--- src/rtl/pipe_skid_reg.sv ---
`default_nettype none
// ============================================================================
// Module      : pipe_skid_reg
// Description : Two-entry skid register for a ready/valid pipeline stage.
//               Entries are held in "main" and "skid". in_ready is a pure
//               register output, so out_ready has no combinational path
//               upstream. A flush empties the stage, and it takes priority
//               over any accept or deliver on the same edge.
//               Optional statistics counters (stall_cnt, flush_cnt) are
//               built only when PIPE_SKID_STATS_EN is defined.
// Revision    : 1.0 - initial release
// ============================================================================
module pipe_skid_reg #(
    parameter int                DATA_W     = 97,
    parameter logic [DATA_W-1:0] BUBBLE_VAL = '0,
    parameter int                CNT_W      = 16
) (
    input  logic              clk,
    input  logic              reset,
    input  logic              flush,
    input  logic              in_valid,
    input  logic [DATA_W-1:0] in_data,
    output logic              in_ready,
    output logic              out_valid,
    output logic [DATA_W-1:0] out_data,
    input  logic              out_ready
`ifdef PIPE_SKID_STATS_EN
    ,
    output logic [CNT_W-1:0]  stall_cnt,
    output logic [CNT_W-1:0]  flush_cnt
`endif
);

    typedef enum logic [1:0] {
        S_EMPTY = 2'd0,
        S_ONE   = 2'd1,
        S_FULL  = 2'd2
    } state_t;

    state_t              r_state;
    state_t              w_next_state;
    logic [DATA_W-1:0]   r_main;
    logic [DATA_W-1:0]   r_skid;
    logic                r_in_ready;
    logic                w_accept;
    logic                w_deliver;
    logic                w_load_main_in;
    logic                w_load_main_skid;
    logic                w_load_skid;

    // A counter width of zero cannot hold any count.
    if (CNT_W < 1) begin : g_cnt_w_check
        $error("pipe_skid_reg: CNT_W must be at least 1");
    end

    assign w_accept  = in_valid & r_in_ready;
    assign w_deliver = (r_state != S_EMPTY) & out_ready;

    assign in_ready  = r_in_ready;
    assign out_valid = (r_state != S_EMPTY);
    assign out_data  = (r_state != S_EMPTY) ? r_main : BUBBLE_VAL;

    // Next-state and load-enable decode; flush overrides every handshake.
    always_comb begin
        w_next_state     = r_state;
        w_load_main_in   = 1'b0;
        w_load_main_skid = 1'b0;
        w_load_skid      = 1'b0;
        if (flush) begin
            w_next_state = S_EMPTY;
        end else begin
            unique case (r_state)
                S_EMPTY: begin
                    if (w_accept) begin
                        w_load_main_in = 1'b1;
                        w_next_state   = S_ONE;
                    end
                end
                S_ONE: begin
                    unique case ({w_deliver, w_accept})
                        2'b11: w_load_main_in = 1'b1;
                        2'b10: w_next_state   = S_EMPTY;
                        2'b01: begin
                            w_load_skid  = 1'b1;
                            w_next_state = S_FULL;
                        end
                        default: w_next_state = S_ONE;
                    endcase
                end
                S_FULL: begin
                    // in_ready is low here, so no accept can coincide.
                    if (w_deliver) begin
                        w_load_main_skid = 1'b1;
                        w_next_state     = S_ONE;
                    end
                end
                default: w_next_state = S_EMPTY;
            endcase
        end
    end

    // Occupancy state and registered in_ready, derived from the next state.
    always_ff @(posedge clk or posedge reset) begin
        if (reset) begin
            r_state    <= S_EMPTY;
            r_in_ready <= 1'b1;
        end else begin
            r_state    <= w_next_state;
            r_in_ready <= (w_next_state != S_FULL);
        end
    end

    // Payload storage; contents are ignored while the state marks them empty.
    always_ff @(posedge clk) begin
        if (w_load_main_in) begin
            r_main <= in_data;
        end else if (w_load_main_skid) begin
            r_main <= r_skid;
        end
        if (w_load_skid) begin
            r_skid <= in_data;
        end
    end

`ifdef PIPE_SKID_STATS_EN
    logic [CNT_W-1:0] r_stall_cnt;
    logic [CNT_W-1:0] r_flush_cnt;

    // Saturating counters for stalled cycles and flushes that discard data.
    always_ff @(posedge clk or posedge reset) begin
        if (reset) begin
            r_stall_cnt <= '0;
            r_flush_cnt <= '0;
        end else begin
            if (out_valid && !out_ready && (r_stall_cnt != '1)) begin
                r_stall_cnt <= r_stall_cnt + CNT_W'(1);
            end
            if (flush && out_valid && (r_flush_cnt != '1)) begin
                r_flush_cnt <= r_flush_cnt + CNT_W'(1);
            end
        end
    end

    assign stall_cnt = r_stall_cnt;
    assign flush_cnt = r_flush_cnt;
`endif

endmodule
`default_nettype wire

--- config.mk ---
export PLATFORM = sky130hd
export DESIGN_NAME = pipe_skid_reg
export DESIGN_NICKNAME = d
export VERILOG_FILES = /design/src/rtl/pipe_skid_reg.sv
export SDC_FILE = /design/constraint.sdc
export NUM_CORES = 1
export LEC_CHECK = 0
export BUFFER_PORTS_ARGS = -buffer_cell sky130_fd_sc_hd__buf_2
export CORE_UTILIZATION = 50
export CTS_CLUSTER_SIZE = 30
export DETAILED_ROUTE_END_ITERATION = 8
export PLACE_DENSITY_LB_ADDON = 0.3
export SLEW_MARGIN = 20
export SYNTH_ARGS = -nofsm -noshare
export SYNTH_HDL_FRONTEND = slang
export SYNTH_SLANG_ARGS = --single-unit
--- constraint.sdc ---
create_clock -name clk -period 34.7 [get_ports clk]
set_clock_uncertainty 0.1 [all_clocks]
set_input_delay 1.735 -clock clk [delete_from_list [all_inputs] [get_ports clk]]
set_output_delay 1.735 -clock clk [all_outputs]
set_load 0.01 [all_outputs]
# == Word-level counts from Yosys, hierarchy flattened ==
# Index checks and enable logic that the tools add are counted.
# op_classes
n_eq_ne,6
n_mux,18
n_bitwise,2
reduce_logical,3
# ops
cell,count
$mux 97,3
$pmux 2 s3,2
$mux 1,9
$eq 2x2->1 const B,3
$mux 2,3
$eq 2x1->1 const B,2
$reduce_bool 2->1,2
$and 1x1->1,2
$logic_not 2->1,1
$ne 2x2->1 const B,1
$pmux 1 s2,1
# word_totals
regBits,197
output_inout_bits,99
elab_cells,33

# == Depth between registers and ports, before layout ==
# logic_depth
ltp_word,7
mapped_depth,7

# == Least setup slack after synthesis ==
# Ideal clock, no wire load.
# synth_path
path_type,in2reg
startpoint,input port in_valid
endpoint,register r_skid[0] (enable)
setup_time_ps,830
t_arrival_ps,11875
slack_ps,21895
cell_stages,4
path_buffers,0
cell_sequence,nand2_1 -> inv_1 -> ha_1 -> nor4b_1
# synth_via
elab_chain_cells,5
# synth_lines
item,line_no,source
start: declaration,21,"input logic in_valid,"
$and 1x1->1,56,assign w_accept = in_valid & r_in_ready;
$eq 2x1->1,80,"unique case ({w_deliver, w_accept})"
$mux 1,80,
$mux 1,72,unique case (r_state)
$mux 1,69,if (flush) begin
net w_load_skid,49,logic w_load_skid;
end signal: assignment,121,r_skid <= in_data;
end: declaration,43,logic [DATA_W-1:0] r_skid;
# The timed path passes the listed nets, and every way through them passes these cells.
# A chain may end at the register's enable or synchronous reset.

# == Final worst setup path ==
# layout_path
startpoint,register r_state[1]
endpoint,output port out_data[18]
# layout_via
elab_chain_cells,2
# layout_lines
item,line_no,source
start: declaration,40,state_t r_state;
start signal: assignment,108,r_state <= w_next_state;
$reduce_bool 2->1,61,assign out_data = (r_state != S_EMPTY) ? r_main : BUBBLE_VAL;
$mux 97,61,
end: declaration,25,"output logic [DATA_W-1:0] out_data,"
# Every way passes these cells.

==> impl_metrics.env <==
export IMPL_p_int_mw=0.393
export IMPL_worst_pin_slew_ps=925
export IMPL_synth_common_cells="edfxtp_1, and2_1, mux2_2"
export IMPL_crit_path_top_delay_cell="or2_2"
export IMPL_ys_flop_type="edfxtp_1"
export IMPL_synth_edf_count=194
export IMPL_synthAdderAreaFrac_pct=0.156
export IMPL_start_kind="flop"
export IMPL_critPathTopFamily="simple AND/OR/NAND/NOR gates"
export IMPL_min_path_type="flop to flop"
export IMPL_grt_max_degree=58
export IMPL_place_congestion=0.734
export IMPL_syn_instance_count=436
export IMPL_synthMuxAreaShare_pct=15.0
export IMPL_synth_xor_area_share_pct=0
export IMPL_cp_arrival_ps=2460
export IMPL_power_frac_comb_pct=9.6
export IMPL_area_delta_synth_final_pct=21.4
export IMPL_start_util_pct=52.0
export IMPL_synth_compound_gate_area_share_pct=0.531
export IMPL_r2r_slack_ps=31320
export IMPL_grt_overflow=0
export IMPL_crit_required_ps=32870
export IMPL_crit_fanout=52
export IMPL_grtUsageTotal_pct=17.9
export IMPL_rsz0062_at_grt="no"
export IMPL_viasPerCell=5.01
export IMPL_status="finished clean"
export IMPL_power_density_nw_per_um2=51.8
export IMPL_pwr_share_clk_pct=36.1
export IMPL_p_leak_nw=3.90
export IMPL_yosysSeqAreaShare_pct=73.6
export IMPL_synth_top_family_by_area="multiplexers"
export IMPL_instances_no_fill=864
export IMPL_htree_levels=4
export IMPL_cts_resized=0
export IMPL_peakVddDrop_mv=0.0366
export IMPL_fmax_mhz=233
export IMPL_synth_top_area_share_pct=72.6
export IMPL_sw_frac_of_total_pct=22.1
export IMPL_root_buffer="clkbuf_16"
export IMPL_critPathMaxStageDelay_ps=640
export IMPL_drv_cap=0
export IMPL_antenna_found_initial=3
export IMPL_whs_ps=445
export IMPL_grt_pass1_wl_um=22000
export IMPL_fin_util_pct=63.1
export IMPL_die_area_um2=16500
export IMPL_ys_warnings_count=0
export IMPL_worstHoldStart="r_skid[20]"
export IMPL_postCtsSetupRepairBufs=0
export IMPL_period_needed_ps=4300
export IMPL_p_sw_mw=0.111
export IMPL_hold_buffers=0
export IMPL_seq_power_share_pct=54.4
export IMPL_syn_avg_cell_area_um2=18.4
export IMPL_vias=4325
export IMPL_die_h_um=129
export IMPL_ios=201
export IMPL_fin_crit_sh_pct=12.4
export IMPL_slew_headroom_pct=38.3
export IMPL_critPathBufInv=2
export IMPL_cts_buffers=17
export IMPL_yosysTopAreaCell="edfxtp_1"
export IMPL_cts_sinks=197
export IMPL_drive_gt1_share_pct=51.6
export IMPL_n_fill_cell=1168
export IMPL_dp_cells=831
export IMPL_r2r_cells=6
export IMPL_clockBufferDepth=2
export IMPL_whs_path_depth=1
export IMPL_clkLatencyLatePin_ps=420
export IMPL_synth_cell_type_count=27
export IMPL_ys_async_sr_fraction_pct=1.52
export IMPL_fin_nets=742
export IMPL_end_kind="primary output"
export IMPL_ys_ff_latch=197
export IMPL_rows=45
export IMPL_finalMaxSlewViolations=0
export IMPL_synth_simple_gate_area_share_pct=8.63
export IMPL_hold_end="r_main[20]"
export IMPL_setup_violations=0
export IMPL_drtPass1Iterations=4
export IMPL_portBuffers=200
export IMPL_synth_area_um2=8020
export IMPL_drc=0
export IMPL_coreArea_um2=15400
export IMPL_wl_um=14400
export IMPL_synth_area_leaders="edfxtp_1, mux2_2, and2_1, mux2_4, buf_12"
export IMPL_p_total_mw=0.504
export IMPL_dp_hpwl_um=9240
export IMPL_critPathKind="flop to primary output"
export IMPL_clkTransAtPathRegs_ps=70
export IMPL_drtIter0Drc=265
export IMPL_synthesis_nets=539
export IMPL_dieWidth_um=129
export IMPL_yosysMostFrequentCell="edfxtp_1"
export IMPL_finalHoldViolCount=0
export IMPL_cts_tree="yes"
export IMPL_grt_pass1_vias=4385
export IMPL_r2r_start="r_state[1]"
export IMPL_finalSetupTns_ps=0
export IMPL_r2r_end="r_skid[14]"
export IMPL_cp_cell_sequence="or2_2, buf_4, and2_1, buf_2"
export IMPL_ant_nets=0
export IMPL_wire_per_inst_um=16.7
-- stage by stage --
step	setup WS (ps)	instance area, µm²
final	30400	9740
after global placement	30530	9190
after floorplan	21900	8020
after detailed placement	30510	9190
after CTS	30340	9730
after global routing	30160	9730
-- how the worst max path moves through the flow --
stage	slack (ps)	cells past startpoint	start	end
after detailed placement	30510	6	in_valid	r_main[90]
after floorplan	21900	4	in_valid	r_skid[0]
final	30400	4	r_state[1]	out_data[18]
after CTS	30340	4	r_state[1]	out_data[25]
after global placement	30530	6	in_valid	r_main[91]
after global routing	30160	4	r_state[1]	out_data[18]
-- placed cells by master, fill, tap and decap left out, types with 2 or more instances in the layout --
cell type and instances:
a21boi_0 2, and2_1 97, buf_2 200, buf_4 6, clkbuf_16 17, clkinv_1 4
clkinv_2 3, clkinv_4 2, clkinvlp_4 2, dfrtp_1 2, diode_2 2, edfxtp_1 194
inv_1 3, mux2_2 67, mux2_4 30, nand2_1 4
-- registers in the layout, indices dropped and copies added, names as in the netlist --
register	flops
r_skid	97
r_main	97
r_state	2
in_ready	1
-- kinds of logic (layout without fill, tap and decap cells) --
logic type	count (synthesis)	after routing
buf+inv	25	240
flops	197	197
simple gates	110	110
fa+ha+maj	1	1
compound gates	6	6
mux	97	97
other cells	0	2
-- final cells by class --
type                            count  area [µm²]  share of cell area [%]
Clock buffer                       17         425                    4.37
Clock inverter                     14         113                    1.16
Tap cell                          211         264                    2.71
Timing Repair Buffer              206        1050                    10.7
Sequential cell                   197        5900                    60.6
Antenna cell                        2        5.00                  0.0514
Inverter                            3        11.3                   0.116
Multi-Input combinational cell    214        1970                    20.2
-- layer usage --
layer | part of all wire, % | GRT usage (%) | vias to the layer above
met5 | 0.12 | 0 | -
met4 | 1.3 | 6.23 | 2
met3 | 10 | 7.82 | 15
met2 | 46 | 28.3 | 181
met1 | 42 | 21.9 | 2095
li1 | - | - | 2032
-- worst register-to-register path, delay by kind of cell, from the launching register on --
family                   cells  cell delay [ps]
flip-flops                   1              470
AND/OR/NAND/NOR              3              980
buffers and inverters        2             1270
adder cells (fa/ha/maj)      1              160
-- power by group through the flow --
stage	Sequential [mW]	Combinational, mW	Clock (mW)
floorplan	0.281	0.0297	0
global placement	0.279	0.0479	0
detailed placement	0.279	0.0490	0
CTS	0.274	0.0492	0.187
global route	0.275	0.0527	0.194
finish	0.274	0.0483	0.182
Note: power is estimated with default switching activity, not from simulation.
